==> config.mk <==
export PLATFORM = sky130hd
export DESIGN_NAME = regfile_wb_arbiter
export DESIGN_NICKNAME = d
export VERILOG_FILES = /design/src/rtl/regfile_wb_arbiter.sv
export SDC_FILE = /design/constraint.sdc
export NUM_CORES = 1
export LEC_CHECK = 0
export ABC_AREA = 0
export BUFFER_PORTS_ARGS = -buffer_cell sky130_fd_sc_hd__buf_2
export CAP_MARGIN = 20
export CORE_ASPECT_RATIO = 1.75
export CORE_UTILIZATION = 41
export DETAILED_ROUTE_END_ITERATION = 6
export GPL_ROUTABILITY_DRIVEN = 0
export PLACE_DENSITY = 0.74
export SLEW_MARGIN = 20
export SYNTH_ARGS = -nofsm -noshare
export SYNTH_HDL_FRONTEND = slang
export SYNTH_SLANG_ARGS = --single-unit
==> constraint.sdc <==
create_clock -name clk -period 1.8 [get_ports clk]
set_input_delay 0.27 -clock clk [delete_from_list [all_inputs] [get_ports clk]]
set_output_delay 0.27 -clock clk [all_outputs]
set_load 0.01 [all_outputs]
==> src/rtl/regfile_wb_arbiter.sv <==
// Two-requester write-back arbiter feeding a single register-file write port.
// Conflict policy: define WB_ARB_RR_EN for round-robin, otherwise req0 has fixed priority.
module regfile_wb_arbiter #(
  parameter int unsigned DATA_WIDTH     = 32,
  parameter int unsigned REG_ADDR_WIDTH = 5
) (
  input  logic                      clk,
  input  logic                      reset,
  input  logic                      stall,
  input  logic                      req0_valid,
  input  logic [REG_ADDR_WIDTH-1:0] req0_addr,
  input  logic [DATA_WIDTH-1:0]     req0_data,
  input  logic                      req1_valid,
  input  logic [REG_ADDR_WIDTH-1:0] req1_addr,
  input  logic [DATA_WIDTH-1:0]     req1_data,
  output logic                      req0_ready,
  output logic                      req1_ready,
  output logic                      reg_write_en,
  output logic [REG_ADDR_WIDTH-1:0] write_reg_addr,
  output logic [DATA_WIDTH-1:0]     write_data,
  output logic [15:0]               conflict_cnt
);

  localparam int unsigned          CNT_WIDTH = 16;
  localparam logic [CNT_WIDTH-1:0] CNT_MAX   = '1;

  logic                      w_open;
  logic                      w_conflict;
  logic                      w_pref1;
  logic                      w_grant0;
  logic                      w_grant1;
  logic                      w_accept;
  logic [REG_ADDR_WIDTH-1:0] w_addr;
  logic [DATA_WIDTH-1:0]     w_data;

  logic                      r_write_en;
  logic [REG_ADDR_WIDTH-1:0] r_addr;
  logic [DATA_WIDTH-1:0]     r_data;
  logic [CNT_WIDTH-1:0]      r_cnt;

`ifdef WB_ARB_RR_EN
  // One-bit pointer: on conflict the requester that did not win last gets the port.
  logic r_last_grant;

  always_ff @(posedge clk) begin
    if (reset) begin
      r_last_grant <= 1'b1;
    end else if (w_accept) begin
      r_last_grant <= w_grant1;
    end
  end

  assign w_pref1 = ~r_last_grant;
`else
  assign w_pref1 = 1'b0;
`endif

  // Grant selection and mux of the winning payload.
  always_comb begin
    w_open     = ~stall & ~reset;
    w_conflict = req0_valid & req1_valid & ~stall;
    w_grant1   = w_open & req1_valid & (~req0_valid | w_pref1);
    w_grant0   = w_open & req0_valid & ~w_grant1;
    w_accept   = w_grant0 | w_grant1;
    w_addr     = w_grant1 ? req1_addr : req0_addr;
    w_data     = w_grant1 ? req1_data : req0_data;
  end

  // Register 0 is hard-wired, so an accepted write to it never raises the enable.
  always_ff @(posedge clk) begin
    if (reset) begin
      r_write_en <= 1'b0;
      r_addr     <= '0;
      r_data     <= '0;
      r_cnt      <= '0;
    end else begin
      r_write_en <= w_accept && (w_addr != '0);
      if (w_accept) begin
        r_addr <= w_addr;
        r_data <= w_data;
      end
      if (w_conflict && (r_cnt != CNT_MAX)) begin
        r_cnt <= r_cnt + CNT_WIDTH'(1);
      end
    end
  end

  assign req0_ready     = w_grant0;
  assign req1_ready     = w_grant1;
  assign reg_write_en   = r_write_en;
  assign write_reg_addr = r_addr;
  assign write_data     = r_data;
  assign conflict_cnt   = r_cnt;

endmodule

==> qor.yml, run 1 <==
status:
  status: "complete, no violations"
setup_path:
  crit_arrival_ns: 1.99
  rrSetupSlack_ns: 0.02
  crit_path_end_kind: "flip-flop"
  path_max_fanout: 5
  r2r-start: "conflict_cnt[9]"
  startpoint_type: "flip-flop"
  cp.required_ns: 2.02
  path_class: "flip-flop to flip-flop"
  r2r_end: "conflict_cnt[14]"
  ff2ff_path_depth: 4
grt:
  grt_max_degree: 60
  grt_pass1_vias: 2523
  antenna_found_initial: 0
  overflow: 0
  grt_use_total_pct: 21.4
  grt_pass1_wl_mm: 10.7
routing:
  drt-total-wl_mm: 6.89
  routedWlPerCell_um: 13.7
  via_per_inst: 5.23
  firstDrtPassIters: 5
  antenna_left: 0
  vias: 2631
  drc: 0
  drt_iter0_markers: 73
layout:
  layout-drive-gt1-share_pct: 45.6
  fillers: 578
  area_growth_pct: 41.8
  antenna_cells: 0
  fin_util_pct: 61.0
  layout.nets: 504
timing:
  finalMaxSlewViolations: 0
  final_hold_viol_count: 0
  worstMarginPinSlew_ns: 0.614
  fin_skew_ns: 0.00118
  max_freq_mhz: 563
  whs_ns: 0.221
  slew_headroom_pct: 59.1
  rsz0062_at_grt: "true"
  layout_min_cycle_time_ns: 1.78
  setup_viol: 0
  period_share_pct: 98.6
logic_synthesis:
  synth_fp_nets: 359
  synth_enable_flop_cells: 0
  synthArstFlopShare_pct: 0
  synth_area_um2: 2550
  synth_largest_area_cell: "dfxtp_1"
  synth.avg_cell_area_um2: 9.14
  synth_flop_cell: "dfxtp_1"
  ys_types: 32
  ys_ff_latch: 54
  syn_inst: 279
  post-synth-top-area-fraction_pct: 42.4
  synth.area.top_cells: "dfxtp_1 (42%), mux2i_1 (15%), a211oi_1 (11%), nor2_1 (7.1%), mux2_2 (2.2%)"
  yosysSeqAreaShare_pct: 42.4
  ys_warn_count: 0
hold_path:
  worstHoldPathCells: 3
  min_from: "req0_addr[2]"
  hold_end: "reg_write_en"
  holdCritPathClass: "input port to flip-flop"
clock_tree:
  cts_max_path_buffers: 2
  htree_levels: 2
  root_buffer: "clkbuf_8"
  post_cts_buffers: 0
  clk_latency_ns: 0.32
  cts_tree: "done"
  clk_pin_slew_ns: 0.09
  ctsHoldBuffers: 0
  cts_buffers: 5
  clock_sinks: 54
floorplan:
  dieHeight_um: 106
  coreArea_um2: 5930
  die_w_um: 61.6
  fp-row-count: 37
  die-area_um2: 6550
  initial_utilization_pct: 43.1
  pin_count: 135
pwr:
  power_density_nw_per_um2: 643
  fin_total_pwr_mw: 2.33
  peakVddDrop_mv: 0.569
  p_leak_nw: 1.60
placed_design:
  port_buffers: 134
  dp.final_hpwl_mm: 5.11
job:
  drv_cap: 0
==> metal layers <==
metal  wire, µm  part of all wire, %  vias up  GRT usage [%]
met2       3730                   54       90           36.8
met4        187                  2.7        0           11.3
li1           -                    -     1311              -
met1       2700                   39     1210           23.3
met3        276                  4.0       20           4.26
met5          0                    0        -              0
==> per-stage QoR <==
stage	worst slack (ns)	setup TNS, ns	cell area, µm²	std cells
final	0.0247	0	3620	503
after global placement	-0.0934	-0.216	3480	495
after global routing	-0.0294	-0.106	3620	503
after detailed placement	-0.140	-0.427	3480	495
after floorplan	-0.00613	-0.00613	2590	279
after CTS	0.0145	0	3600	503
==> registers in the layout, summed over array words and instances (netlist names) <==
signal and flops:
conflict_cnt 16, reg_write_en 1, write_reg_addr 5, write_data 32
==> cells in the final DEF, fill, tap and decap left out, types with 4 or more instances in the layout <==
| cell | synthesis | routed |
|---|---|---|
| mux2i_1 | 38 | 38 |
| nand2_1 | 7 | 6 |
| inv_1 | 8 | 8 |
| o21ai_0 | 6 | 6 |
| dfxtp_1 | 54 | 46 |
| o31ai_1 | 4 | 4 |
| clkbuf_8 | 0 | 6 |
| a21oi_1 | 8 | 8 |
| buf_2 | 6 | 134 |
| dfxtp_2 | 0 | 6 |
| buf_4 | 1 | 23 |
| a211oi_1 | 39 | 39 |
| or4_1 | 6 | 6 |
| nor2_1 | 48 | 48 |
| mux2_2 | 5 | 4 |
| or3_1 | 5 | 4 |
==> synthesized netlist by cell type, drive strengths merged, types with 2 or more instances <==
cell type / n
dfxtp: 54
nor2: 48
a211oi: 39
mux2i: 38
clkbuf: 14
a21oi: 8
inv: 8
or4: 8
buf: 7
nand2: 7
or3: 7
nor4: 6
o21ai: 6
mux2: 5
nand4: 4
o31ai: 4
nor2b: 3
nand2b: 2
nand3: 2
nor3: 2
==> how the worst max path moves through the flow <==
stage          cells after the start                to  slack, ns            start
6_report                           4  conflict_cnt[14]       0.02  conflict_cnt[9]
5_1_grt                            4  conflict_cnt[15]      -0.03  conflict_cnt[9]
3_5_place_dp                       5  conflict_cnt[15]      -0.14            stall
3_3_place_gp                       5  conflict_cnt[15]      -0.09            stall
4_1_cts                            4  conflict_cnt[15]       0.01  conflict_cnt[1]
2_1_floorplan                      6  conflict_cnt[10]     -0.006  conflict_cnt[1]
==> critical path, cell delays in order (launching register included) <==
cell and delay [ns]:
dfxtp_1 0.41, nand3_1 0.14, or3_1 0.44, nor4_2 0.33
mux2_2 0.36
==> logic make-up after synthesis <==
logic type	synth area share, %
mux	17.1
fa+ha+maj	0.490
compound gates	16.3
buf+inv	4.71
simple gates	19.0
flops	42.4
==> where the power goes <==
part           leakage (nW)  switching (mW)  internal, mW
combinational          1.10           0.164         0.176
clock                0.0482           0.404         0.312
sequential            0.445          0.0272          1.24
total                  1.60           0.596          1.73
==> final cells by class <==
| cell class | instances | area (µm²) | share of cell area, % |
|---|---|---|---|
| flip-flops and latches | 54 | 1100 | 30.3 |
| clock buffers | 7 | 86.3 | 2.39 |
| multi-input cells | 196 | 1420 | 39.2 |
| well taps | 78 | 97.6 | 2.70 |
| inverters | 8 | 30.0 | 0.830 |
| clock inverters | 1 | 5.00 | 0.138 |
| repair buffers | 159 | 883 | 24.4 |
==> timing repair <==
item | CTS | global route
pin swaps | 1 | 2
endpoints found under the setup margin | 2 | 4
gates resized for setup | 3 | 4
endpoints found under the hold margin | 0 | 0
Note: power is estimated with default switching activity, not from simulation.
==> inputs of run 2 (changes only) <==
--- a/config.mk
+++ b/config.mk
@@ -13,7 +13,7 @@
 export DETAILED_ROUTE_END_ITERATION = 6
 export GPL_ROUTABILITY_DRIVEN = 0
 export PLACE_DENSITY = 0.74
-export SLEW_MARGIN = 20
+export SETUP_SLACK_MARGIN = 0.4
 export SYNTH_ARGS = -nofsm -noshare
 export SYNTH_HDL_FRONTEND = slang
 export SYNTH_SLANG_ARGS = --single-unit
==> run 2 against run 1 <==
Against the previous run:
- clock power fell by 2%
- sequential share of layout area fell by 3.2 points
- combinational power is 18% higher
- critical path depth stayed put
- maximum frequency grew 2.4%
- count of clock-buffer cells in the layout did not move
- power up 1.4%
- critical path type unchanged
- largest power group unchanged
- highest routed layer unchanged
==> qor.yml, run 2 (synthesis gave the netlist of run 1 again) <==
setup_path:
  r2r-start: "conflict_cnt[2]"
  startpoint_type: "flip-flop"
  crit_path_end_kind: "flip-flop"
  worst-path-buf-inv: 0
  cp_common_cell: "or4_4"
  path_delay_family: "simple AND/OR/NAND/NOR gates"
  crit_cells: 4
  cp.required_ns: 2.04
  ff2ff_path_depth: 4
  path_max_fanout: 4
  worstPathCellList: "nand4_4 -> or4_4 -> or4_4 -> a21oi_2"
  crit_slowest_cell: "or4_4"
  crit_arrival_ns: 1.97
  r2r_end: "conflict_cnt[9]"
  rrSetupSlack_ns: 0.07
  path_class: "flip-flop to flip-flop"
  critPathMaxStageDelay_ns: 0.56
layout:
  layout_commonest_cell: "buf_2"
  regArea_um2: 1120
  final_cell_mix: "buf_2 (132), nor2_1 (40), mux2i_1 (38), dfxtp_1 (38), a211oi_2 (27)"
  fillers: 472
  multi_input_area_um2: 1770
  area_growth_pct: 62.4
  largest_reg_flops: 32
  fin_cells: 512
  final_area_um2: 4140
  layout-drive-gt1-share_pct: 62.0
  antenna_cells: 0
  layout.nets: 513
timing:
  setup_tns_ns: 0
  worstMarginPinSlew_ns: 0.472
  max_freq_mhz: 577
  finalMaxSlewViolations: 0
  slew_headroom_pct: 68.6
  fin_skew_ns: 0.0132
  layout_min_cycle_time_ns: 1.73
  period_share_pct: 96.3
  rsz0062_at_grt: "true"
  setup_viol: 0
  final_hold_viol_count: 0
  whs_ns: 0.218
grt:
  grt_use_total_pct: 23.2
  grt_pass1_wl_mm: 11.4
  antenna_found_initial: 0
  grt_pass1_vias: 2523
  grt_max_degree: 36
  overflow: 0
floorplan:
  fp-row-count: 37
  die-area_um2: 6550
  dieHeight_um: 106
  pin_count: 135
  coreArea_um2: 5930
  initial_utilization_pct: 43.1
  die_w_um: 61.6
placed_design:
  port_buffers: 134
  dp.final_hpwl_mm: 5.22
  dp_cells: 494
  placed_area_um2: 3590
hold_path:
  holdCritPathClass: "input port to flip-flop"
  min_from: "req0_addr[2]"
  worstHoldPathCells: 3
  hold_end: "reg_write_en"
clock_tree:
  root_buffer: "clkbuf_8"
  clock_sinks: 54
  ctsHoldBuffers: 0
  cts_buffers: 5
  cts_max_path_buffers: 2
  clk_latency_ns: 0.31
  clk_pin_slew_ns: 0.10
  cts_tree: "done"
  htree_levels: 2
routing:
  vias: 2739
  firstDrtPassIters: 4
  drt-total-wl_mm: 7.92
  routedWlPerCell_um: 15.5
  antenna_left: 0
  drc: 0
  drt_iter0_markers: 86
  via_per_inst: 5.35
pwr:
  fin_total_pwr_mw: 2.36
  p_leak_nw: 1.79
  peakVddDrop_mv: 0.471
  power_density_nw_per_um2: 570
job:
  drv_cap: 0
status:
  status: "complete, no violations"
## run 2: changes by cell type in the layout (fill, tap and decap cells not counted), sizes merged
cell / delta
bufbuf: +2
buf: +7
## run 2: what timing repair did
item | 4_1_cts | 5_1_grt
gates cloned | 2 | 0
pin swaps | 8 | 13
buffers inserted | 7 | 1
resized for setup | 20 | 57
hold endpoints to repair | 0 | 0
setup endpoints to repair | 18 | 27
## run 2: area by class of cell
cell class	instances	area share, %
multi-input cells	196	42.6
inverters	8	0.785
clock inverters	1	0.121
clock buffers	7	2.08
well taps	78	2.36
flip-flops and latches	54	27.1
repair buffers	168	25.0
## run 2: where the power goes
group	internal (mW)	leakage, nW	switching, mW	total, mW
clock network	0.312	0.0482	0.390	0.701
registers	1.23	0.450	0.0241	1.26
logic	0.208	1.30	0.193	0.401
## run 2: per-layer routing
metal	part of all wire, %	track usage [%]	up-vias
met2	55	41.1	95
met5	0	0	-
met3	4.8	4.14	22
met1	37	25.4	1293
met4	3.2	10.5	0
li1	-	-	1329
## run 2: worst max-delay path by stage
stage,startpoint,to,slack [ns]
detailed placement,stall,conflict_cnt[15],-0.1
global placement,stall,conflict_cnt[15],-0.08
finish,conflict_cnt[2],conflict_cnt[9],0.07
floorplan,conflict_cnt[1],conflict_cnt[10],0.04
global route,conflict_cnt[4],conflict_cnt[9],0.005
CTS,conflict_cnt[2],conflict_cnt[13],0.07
## run 2: metrics by stage
stage | setup slack [ns] | utilization (%)
5_1_grt | 0.00525 | 69.9
6_report | 0.0666 | 69.9
3_3_place_gp | -0.0831 | 60.7
3_5_place_dp | -0.0991 | 60.7
4_1_cts | 0.0683 | 66.0
2_1_floorplan | 0.0382 | -
## run 2: worst min-delay path, cell delays in order
cell	delay (ns)
buf_2	0.09
o21ai_0	0.08
o21ai_1	0.06
